$ cat src/rtl/pc_branch_unit.sv
// Fetch PC generator with taken-branch redirect and a one-cycle wrong-path flush.
// A taken branch redirects pc and raises flush for one cycle (longer while stall is held).
// A branch decision that arrives while flushing is ignored.
module pc_branch_unit #(
  parameter logic [31:0] RESET_PC = 32'h0000_0000,
  parameter int unsigned COUNT_W  = 16
) (
  input  logic               clock,
  input  logic               reset,
  input  logic               pc_src,
  input  logic [31:0]        branch_pc,
  input  logic [31:0]        branch_offset,
  input  logic               stall,
  output logic [31:0]        pc,
  output logic               flush,
  output logic [COUNT_W-1:0] taken_count
);

  localparam logic [0:0] StRun   = 1'b0;
  localparam logic [0:0] StFlush = 1'b1;

  logic [0:0]         state_q, state_d;
  logic [31:0]        pc_q, pc_d;
  logic [COUNT_W-1:0] count_q, count_d;

  logic [31:0] offset_bytes;
  logic [31:0] target;
  logic [31:0] pc_seq;
  logic        count_sat;

  // Redirect target, sequential address and counter saturation flag.
  always_comb begin
    offset_bytes = branch_offset << 2;
    target       = (branch_pc + 32'd4 + offset_bytes) & 32'hFFFF_FFFC;
    pc_seq       = pc_q + 32'd4;
    count_sat    = &count_q;
  end

  // Next-state logic: a branch in RUN beats stall; FLUSH ignores pc_src.
  always_comb begin
    state_d = state_q;
    pc_d    = pc_q;
    count_d = count_q;
    case (state_q)
      StRun: begin
        if (pc_src) begin
          pc_d    = target;
          state_d = StFlush;
          if (!count_sat) begin
            count_d = count_q + {{(COUNT_W-1){1'b0}}, 1'b1};
          end
        end else if (!stall) begin
          pc_d = pc_seq;
        end
      end
      StFlush: begin
        if (!stall) begin
          pc_d    = pc_seq;
          state_d = StRun;
        end
      end
      default: state_d = StRun;
    endcase
  end

  // State registers with asynchronous active-high reset.
  always_ff @(posedge clock or posedge reset) begin
    if (reset) begin
      state_q <= StRun;
      pc_q    <= RESET_PC;
      count_q <= '0;
    end else begin
      state_q <= state_d;
      pc_q    <= pc_d;
      count_q <= count_d;
    end
  end

  // flush is the registered FLUSH state bit itself.
  always_comb begin
    pc          = pc_q;
    flush       = (state_q == StFlush);
    taken_count = count_q;
  end

endmodule

$ cat config.mk
export PLATFORM = sky130hd
export DESIGN_NAME = pc_branch_unit
export DESIGN_NICKNAME = d
export VERILOG_FILES = /design/src/rtl/pc_branch_unit.sv
export SDC_FILE = /design/constraint.sdc
export NUM_CORES = 1
export LEC_CHECK = 0
export CAP_MARGIN = 10
export CORE_ASPECT_RATIO = 0.75
export CORE_UTILIZATION = 31
export DETAILED_ROUTE_END_ITERATION = 8
export GPL_TIMING_DRIVEN = 0
export PLACE_DENSITY_LB_ADDON = 0.1
export SETUP_SLACK_MARGIN = 0.1
export SLEW_MARGIN = 5
export SYNTH_ARGS = -nofsm -noshare
export SYNTH_HDL_FRONTEND = slang
export SYNTH_SLANG_ARGS = --single-unit
$ cat constraint.sdc
create_clock -name clock -period 4.3 [get_ports clock]
set_input_delay 0.645 -clock clock [delete_from_list [all_inputs] [get_ports clock]]
set_output_delay 0.645 -clock clock [all_outputs]
set_load 0.01 [all_outputs]
== Word-level counts from Yosys, hierarchy flattened ==
Cells that the tools add are included.
W data, S select, Z words.
Operators by class
  add/subtract/negate cells: 4
  multipliers: 0
  divide/modulo/power cells: 0
  order comparisons: 0
  eq/ne operators: 0
  shifts and indexed selects: 0
  mux-type cells: 6
  bitwise gates (word level): 2
  reductions and logical operators: 2
Operator list (count)
  $add A32 B3 Y32 const B: 2
  $mux W32: 2
  $pmux W32 S2: 1
  $add A32 B32 Y32: 1
  $add A16 B1 Y16 const B: 1
  $reduce_and A16 Y1: 1
  $reduce_and A3 Y1: 1
  $mux W1: 2
  $not A1 Y1: 2
  $pmux W1 S2: 1
Word-level totals
  register bits: 49
  latch bits: 0
  bits in writable memories: 0
  memory bits (read-only): 0
  input port bits: 68
  output and inout port bits: 49
  word-level logic and storage cells: 17
  memories kept: 0

== Depth between registers and ports, before layout ==
Gate-level depths: netlist (run 1).
  word-level depth: 4
  depth in mapped cells: 12

== Worst setup path before layout (run 1) ==
OpenSTA, ideal clock, no wires.
  path kind: in2reg
  from: input port branch_pc[3]
  to: register pc_q[27] (netlist: pc[27])
  setup time: 121 ps
  data arrival time: 2831 ps
  setup slack: 1348 ps
  stages: 10
  buffers on the path: 0
  path through: ha_1 -> ha_1 -> fa_1 -> a211oi_1 -> o21a_1 -> nand2_1 -> a21o_1 -> a41oi_1 -> a21oi_1 -> o22a_1
Between the ends
  word-level cells in the longest chain between the ends: 4
RTL lines
  from (decl): RTL line 11  | input logic [31:0] branch_pc,
  $add A32 B3 Y32: RTL line 34  | target = (branch_pc + 32'd4 + offset_bytes) & 32'hFFFF_FFFC;
  $add A32 B32 Y32: RTL line 34
  $mux W32: RTL line 46  | if (pc_src) begin
  $pmux W32 S2: RTL line 44  | case (state_q)
  via pc_d[27]: RTL line 23  | logic [31:0] pc_q, pc_d;
  to (signal assigned): RTL line 74  | pc_q <= pc_d;
  to (decl): RTL line 23
The timed path passes the listed nets, and every way through them passes these cells.
A chain may end at the register's enable or synchronous reset.

== Worst setup path after layout (run 1) ==
Ends and elaborated chain as after synthesis.

==> metrics.csv, run 1 <==
stage,metric,value,unit
outcome,status,"complete, but fails checks",
outcome,violations,DRC,
yosys,synth_fa_ha_area_share,17.4,%
clock_network,cts_resized,0,
clock_network,clk_pin_slew_worst_paths,70,ps
yosys,yosysMostFrequentCell,ha_1,
setup_path,cpMaxStageDelayCell,fa_1,
setup_path,crit_path_end_kind,register,
final_layout,syn2layout_area_growth,34.0,%
timing,setup_slack,841,ps
clock_network,postCtsHoldBufs,0,
pwr,powerDensity,374,nW/um^2
yosys,netlist_area,4360,um^2
setup_path,rr_endpoint,pc[22],
final_layout,layout.cells.non_filler,799,
yosys,synth_seq_cells,47,
detailed_routing,wl_per_cell,14.9,um
detailed_routing,drt_iter0_markers,289,
clock_network,htree_num_levels,2,
setup_path,r2r_setup_slack,1960,ps
timing,hold_violations,0,
timing,clock_skew,4.65,ps
yosys,yosysWarningCount,0,
clock_network,postCtsSetupBuffers,0,
floorplanning,core_area,13700,um^2
yosys,ys_seq_area_share,27.0,%
floorplanning,die_area,14600,um^2
floorplanning,die_w,139,um
yosys,synth_cells,504,
setup_path,cp.arrival,3630,ps
timing,fin_crit_sh,80.4,%
detailed_routing,ant_nets,0,
placed_design,io_buffers,110,
timing,rsz0062_at_grt,false,
global_routing,grt_pass1_vias,4056,
hold_path,min_from,taken_count[6],
hold_path,holdCritPathClass,register to register,
clock_network,cts_tree,built,
floorplanning,die_y,105,um
final_layout,n_fill_cell,1419,
clock_network,clockBufferDepth,2,
setup_path,r2r-start,pc[2],
placed_design,pre_cts_ws,533,ps
final_layout,fin_util,42.7,%
job,drv_cap,0,
yosys,synth_top_area_share,27.0,%
placed_design,dpl.hpwl,9510,um
timing,drv_slew,0,
clock_network,worstSkewPairLatency,290,ps
global_routing,overflow,0,
pwr,intPower,0.00134,W
setup_path,r2r_cells,8,
yosys,synthSimpleGateAreaFrac,18.8,%
yosys,synthFlopType,dfrtp_1,
timing,finalCriticalPeriod,3460,ps
pwr,p_leak,2.50,nW
timing,setup_viol,0,
global_routing,antenna_found_initial,0,
timing,setup_tns,0,ps
clock_network,ctsRootBufferMaster,clkbuf_16,
hold_path,hold_path_depth,1,
timing,fmax,0.289,GHz
yosys,synth_xor_xnor_area_share,12.2,%
pwr,swShare,38.6,%
timing,slew-limit-headroom,53.8,%
floorplanning,rows,37,
setup_path,cp_common_cell,ha_1,
yosys,synth_area_leaders,"dfrtp_1 (27%), ha_1 (17%), xnor2_1 (7.8%)",
pwr,p_sw,0.000843,W
setup_path,cp_max_fo,4,
yosys,synth.area.mux_share,0.975,%
setup_path,required,4470,ps
global_routing,grt_pass1_wl,19800,um
detailed_routing,vias,4175,
yosys,synth_compound_area_share,20.2,%
yosys,synth_top_cell_by_area,dfrtp_1,
setup_path,cpPeakStageDelay,430,ps
yosys,synth_top_cells_by_count,"ha_1 (59), nand2_1 (58), dfrtp_1 (47), xnor2_1 (39), a21oi_1 (36)",
timing,worst_pin_slew,693,ps
floorplanning,start_util,31.8,%
setup_path,crit_type,input port to register,
detailed_routing,drcViolationCount,9,
pwr,combPwrFrac,48.1,%
yosys,synth-edff-count,0,
floorplanning,pin_count,117,
detailed_routing,routed_wl,11900,um
hold_path,holdPathEnd,taken_count[6],
final_layout,insertedDiodeCount,0,
yosys,avgSynthCellArea,8.65,um^2
yosys,synth_cell_types,60,
setup_path,crit_chain,clkdlybuf4s50_1 -> ha_1 -> ha_1 -> fa_1 -> a211oi_1 -> o21a_1 -> nand2_1 -> a21o_1 -> a41oi_1 -> a21oi_1 -> o22a_1,
detailed_routing,viasPerCell,5.23,
detailed_routing,drt_first_pass_iters,9,
placed_design,place_inst,791,
pwr,p_seq_share,34.5,%
yosys,synthArstFlopShare,100,%
yosys,synth_top_family_by_area,compound AO/OA/AOI/OAI gates,
global_routing,grt_max_degree,30,
final_layout,layout-drive-gt1-share,4.01,%
pwr,power_frac_clock,17.4,%
clock_network,clock-sinks,47,
pwr,vdd_drop_max,0.000146,V
global_routing,grtUsageTotal,16.8,%
clock_network,cts_buffers,5,
placed_design,place.gp.congestion,0.806,
setup_path,critical_path.startpoint_type,input port,
final_layout,nNetsFinal,751,
## cells in the final DEF, fill, tap and decap left out, types with 5 or more instances in the layout
cell type        count
xnor2_1             39
and2_1               6
xor2_1              22
nor3_1               6
clkbuf_1            13
nor2b_1              5
nor2_1              28
clkbuf_16            5
nand2_1             58
nand4_1             13
o21bai_1             7
inv_1               11
nand3_1             17
a21oi_1             36
clkdlybuf4s50_1    110
dfrtp_1             47
and3_1               6
and4_1               8
o21ai_0             14
o21ai_1             21
ha_1                59
a211oi_1             7
a21o_1              10
o21a_1               5
## cell type report
type | count | area, um^2 | area share [%]
buffer | 21 | 98.8 | 1.69
timing repair buffer | 111 | 1120 | 19.2
inverter | 12 | 45.0 | 0.771
multi-input combinational | 425 | 3050 | 52.1
sequential | 47 | 1180 | 20.1
clock inverter | 3 | 15.0 | 0.257
clock buffer | 5 | 125 | 2.14
tap | 175 | 219 | 3.75
## cells by family after synthesis
family,count (synthesis)
and+or+nand+nor,162
AOI/OAI and AO/OA,136
xor gates and xnor gates,61
adders and majority gates,60
DFF,47
buffers and inverters,33
muxes,4
other,1
## stage by stage
stage	total power, W	hold slack, ps	cell area, um^2
2_1_floorplan	0.00130	518	4370
3_3_place_gp	0.00180	478	5690
3_5_place_dp	0.00181	490	5710
4_1_cts	0.00221	503	5850
5_1_grt	0.00235	527	5850
6_report	0.00218	495	5850
## flip-flops by register name (all words and copies together), names as in the netlist
| signal | flops |
|---|---|
| pc | 30 |
| taken_count | 16 |
| flush | 1 |
## power by group through the flow
stage / logic (W) / clock network [W] / registers, W
final: 0.00105 / 0.000380 / 0.000753
after global routing: 0.00117 / 0.000410 / 0.000777
after CTS: 0.00106 / 0.000389 / 0.000754
after detailed placement: 0.00105 / 0 / 0.000760
after global placement: 0.00104 / 0 / 0.000755
after floorplan: 0.000530 / 0 / 0.000774
## worst max-delay path, delay by kind of cell
family	cells	cell delay, ps
AOI/OAI and AO/OA	6	1540
adders and majority gates	3	980
buffers and inverters	1	410
and+or+nand+nor	1	60
## metal layers
metal / GRT usage [%] / routed length (um) / vias to the layer above
met1: 23.7 / 6060 / 1966
li1: - / - / 2074
met3: 3.02 / 588 / 15
met5: 0 / 0 / -
met2: 26.2 / 5120 / 120
met4: 4.05 / 152 / 0
## worst max-delay path by stage
stage | startpoint | endpoint | slack (ps) | depth (start not counted)
2_1_floorplan | branch_pc[3] | pc[27] | 1350 | 10
3_3_place_gp | branch_pc[3] | pc[27] | 570 | 11
3_5_place_dp | branch_pc[3] | pc[27] | 530 | 11
4_1_cts | branch_pc[3] | pc[27] | 810 | 11
5_1_grt | branch_pc[3] | pc[27] | 620 | 11
6_report | branch_pc[3] | pc[27] | 840 | 11
(Power assumes the default switching activity.)
==> run 2: changes to the inputs <==
==> constraint.sdc (replaced) <==
create_clock -name clock -period 3.3 [get_ports clock]
set_input_delay 0.495 -clock clock [delete_from_list [all_inputs] [get_ports clock]]
set_output_delay 0.495 -clock clock [all_outputs]
set_load 0.01 [all_outputs]
==> run 2 against run 1 <==
The flow still finishes with violations (DRC); combinational power is 33% higher; total power is 31% higher; clock skew fell by 0.65 ps; via count increased by 0.55%; utilization increased by 0.52 points; flip-flop and latch count stayed put; highest routed layer unchanged; critical endpoint is now pc[31]; critical path type unchanged; first-iteration DRC count down 0.35%; non-clock buffer count grew 3.
==> metrics.csv, run 2 (synthesis results as in run 1) <==
stage,metric,value,unit
outcome,violations,DRC,
setup_path,cpPeakStageDelay,400,ps
floorplanning,pin_count,117,
final_layout,layout_common_cells,"clkdlybuf4s50_1 (110), ha_1 (59), nand2_1 (58), dfrtp_1 (47), xnor2_1 (39)",
final_layout,layout-drive-gt1-share,5.90,%
detailed_routing,wl_per_cell,14.9,um
global_routing,overflow,0,
clock_network,postCtsHoldBufs,0,
clock_network,cts_buffers,5,
setup_path,crit_path_end_kind,register,
final_layout,syn2layout_area_growth,35.7,%
setup_path,cpMaxStageDelayCell,clkdlybuf4s50_1,
floorplanning,die_y,105,um
pwr,power_frac_clock,17.2,%
detailed_routing,ant_nets,0,
timing,hold_violations,0,
final_layout,insertedDiodeCount,0,
setup_path,cp-endpoint,pc[31],
detailed_routing,drcViolationCount,11,
setup_path,cp.arrival,3270,ps
setup_path,cp_max_fo,7,
setup_path,crit_type,input port to register,
clock_network,htree_num_levels,2,
floorplanning,die_area,14600,um^2
timing,finalCriticalPeriod,3090,ps
global_routing,grt_pass1_vias,4081,
setup_path,crit_family,compound AO/OA/AOI/OAI gates,
setup_path,r2r-start,pc[2],
placed_design,dpl.hpwl,9510,um
detailed_routing,vias,4198,
pwr,p_leak,2.52,nW
timing,fin_crit_sh,93.8,%
global_routing,grt_pass1_wl,19900,um
timing,rsz0062_at_grt,false,
setup_path,path_depth,11,
timing,hold_ws,495,ps
global_routing,grt_max_degree,30,
final_layout,mostFrequentLayoutCell,clkdlybuf4s50_1,
pwr,swShare,38.6,%
final_layout,nNetsFinal,754,
floorplanning,die_w,139,um
detailed_routing,drt_first_pass_iters,7,
setup_path,r2r_setup_slack,970,ps
placed_design,io_buffers,110,
setup_path,rr_endpoint,pc[22],
pwr,combPwrFrac,48.6,%
setup_path,startpoint,branch_pc[18],
pwr,p_sw,0.00111,W
detailed_routing,drt_iter0_markers,288,
floorplanning,core_area,13700,um^2
final_layout,final_area,5920,um^2
setup_path,critical_path.startpoint_type,input port,
detailed_routing,routed_wl,12000,um
global_routing,grtUsageTotal,16.8,%
outcome,status,"complete, but fails checks",
placed_design,place_area,5710,um^2
floorplanning,rows,37,
setup_path,path_buf_inv,2,
timing,fmax,0.323,GHz
pwr,vdd_drop_max,0.000190,V
clock_network,clock-sinks,47,
clock_network,clk_pin_slew_worst_paths,60,ps
pwr,p_seq_share,34.2,%
setup_path,cp_common_cell,ha_1,
hold_path,holdCritPathClass,register to register,
timing,clock_skew,4.00,ps
setup_path,crit_chain,clkdlybuf4s50_1 -> ha_1 -> ha_1 -> buf_2 -> a21o_1 -> o21bai_2 -> a221o_1 -> a2111o_1 -> a41oi_2 -> a211oi_1 -> o21a_1,
final_layout,largest_reg_flops,30,
setup_path,r2r_cells,8,
setup_path,required,3480,ps
timing,setup_viol,0,
clock_network,ctsRootBufferMaster,clkbuf_16,
pwr,intPower,0.00176,W
timing,slew-limit-headroom,54.0,%
floorplanning,start_util,31.8,%
timing,worst_pin_slew,690,ps
detailed_routing,viasPerCell,5.23,
pwr,powerDensity,485,nW/um^2
global_routing,antenna_found_initial,0,
job,drv_cap,0,
timing,drv_slew,0,
clock_network,cts_tree,built,
pwr,power,0.00287,W
clock_network,clockBufferDepth,2,
clock_network,worstSkewPairLatency,290,ps
timing,setup_tns,0,ps
placed_design,place.gp.congestion,0.806,
[run 2: layout make-up]
cell class                      instances  area (um^2)
Fill cell                            1415         7790
Multi-Input combinational cell        425         3090
Sequential cell                        47         1180
Timing Repair Buffer                  114         1140
Tap cell                              175          219
Clock buffer                            5          125
Buffer                                 21         98.8
Inverter                               12         45.0
Clock inverter                          3         15.0
[run 2: worst min-delay path by stage]
stage	depth (start not counted)	startpoint	endpoint
after floorplan	1	taken_count[13]	taken_count[13]
after global placement	1	taken_count[12]	taken_count[12]
after detailed placement	1	taken_count[4]	taken_count[4]
after CTS	1	taken_count[6]	taken_count[6]
after global routing	1	taken_count[12]	taken_count[12]
final	1	taken_count[6]	taken_count[6]
[run 2: repair_timing]
item | 4_1_cts | 5_1_grt
buffers inserted | 0 | 3
endpoints found under the setup margin | 6 | 9
hold endpoints to repair | 0 | 0
pin swaps | 0 | 7
resized for setup | 3 | 7
[run 2: power by group through the flow]
stage | Sequential (W) | Combinational [W] | Clock, W
after CTS | 0.000983 | 0.00139 | 0.000506
after global routing | 0.00101 | 0.00154 | 0.000534
after global placement | 0.000983 | 0.00136 | 0
after detailed placement | 0.000991 | 0.00137 | 0
final | 0.000981 | 0.00140 | 0.000495
after floorplan | 0.00101 | 0.000691 | 0
[run 2: per-layer routing]
metal | wire length, um | global-route usage, % | vias to the layer above | part of all wire (%)
li1 | - | - | 2078 | -
met1 | 6020 | 23.8 | 1984 | 50
met2 | 5190 | 26.4 | 121 | 43
met3 | 610 | 3.02 | 15 | 5.1
met4 | 151 | 4.05 | 0 | 1.3
met5 | 0 | 0 | - | 0
[run 2: per-stage QoR]
step | setup slack (ps) | std cells | util (%)
floorplan | 498 | 505 | -
global placement | -284 | 790 | 41.5
detailed placement | -317 | 791 | 41.6
CTS | 106 | 799 | 42.8
global route | 94.6 | 802 | 43.2
finish | 206 | 802 | 43.2
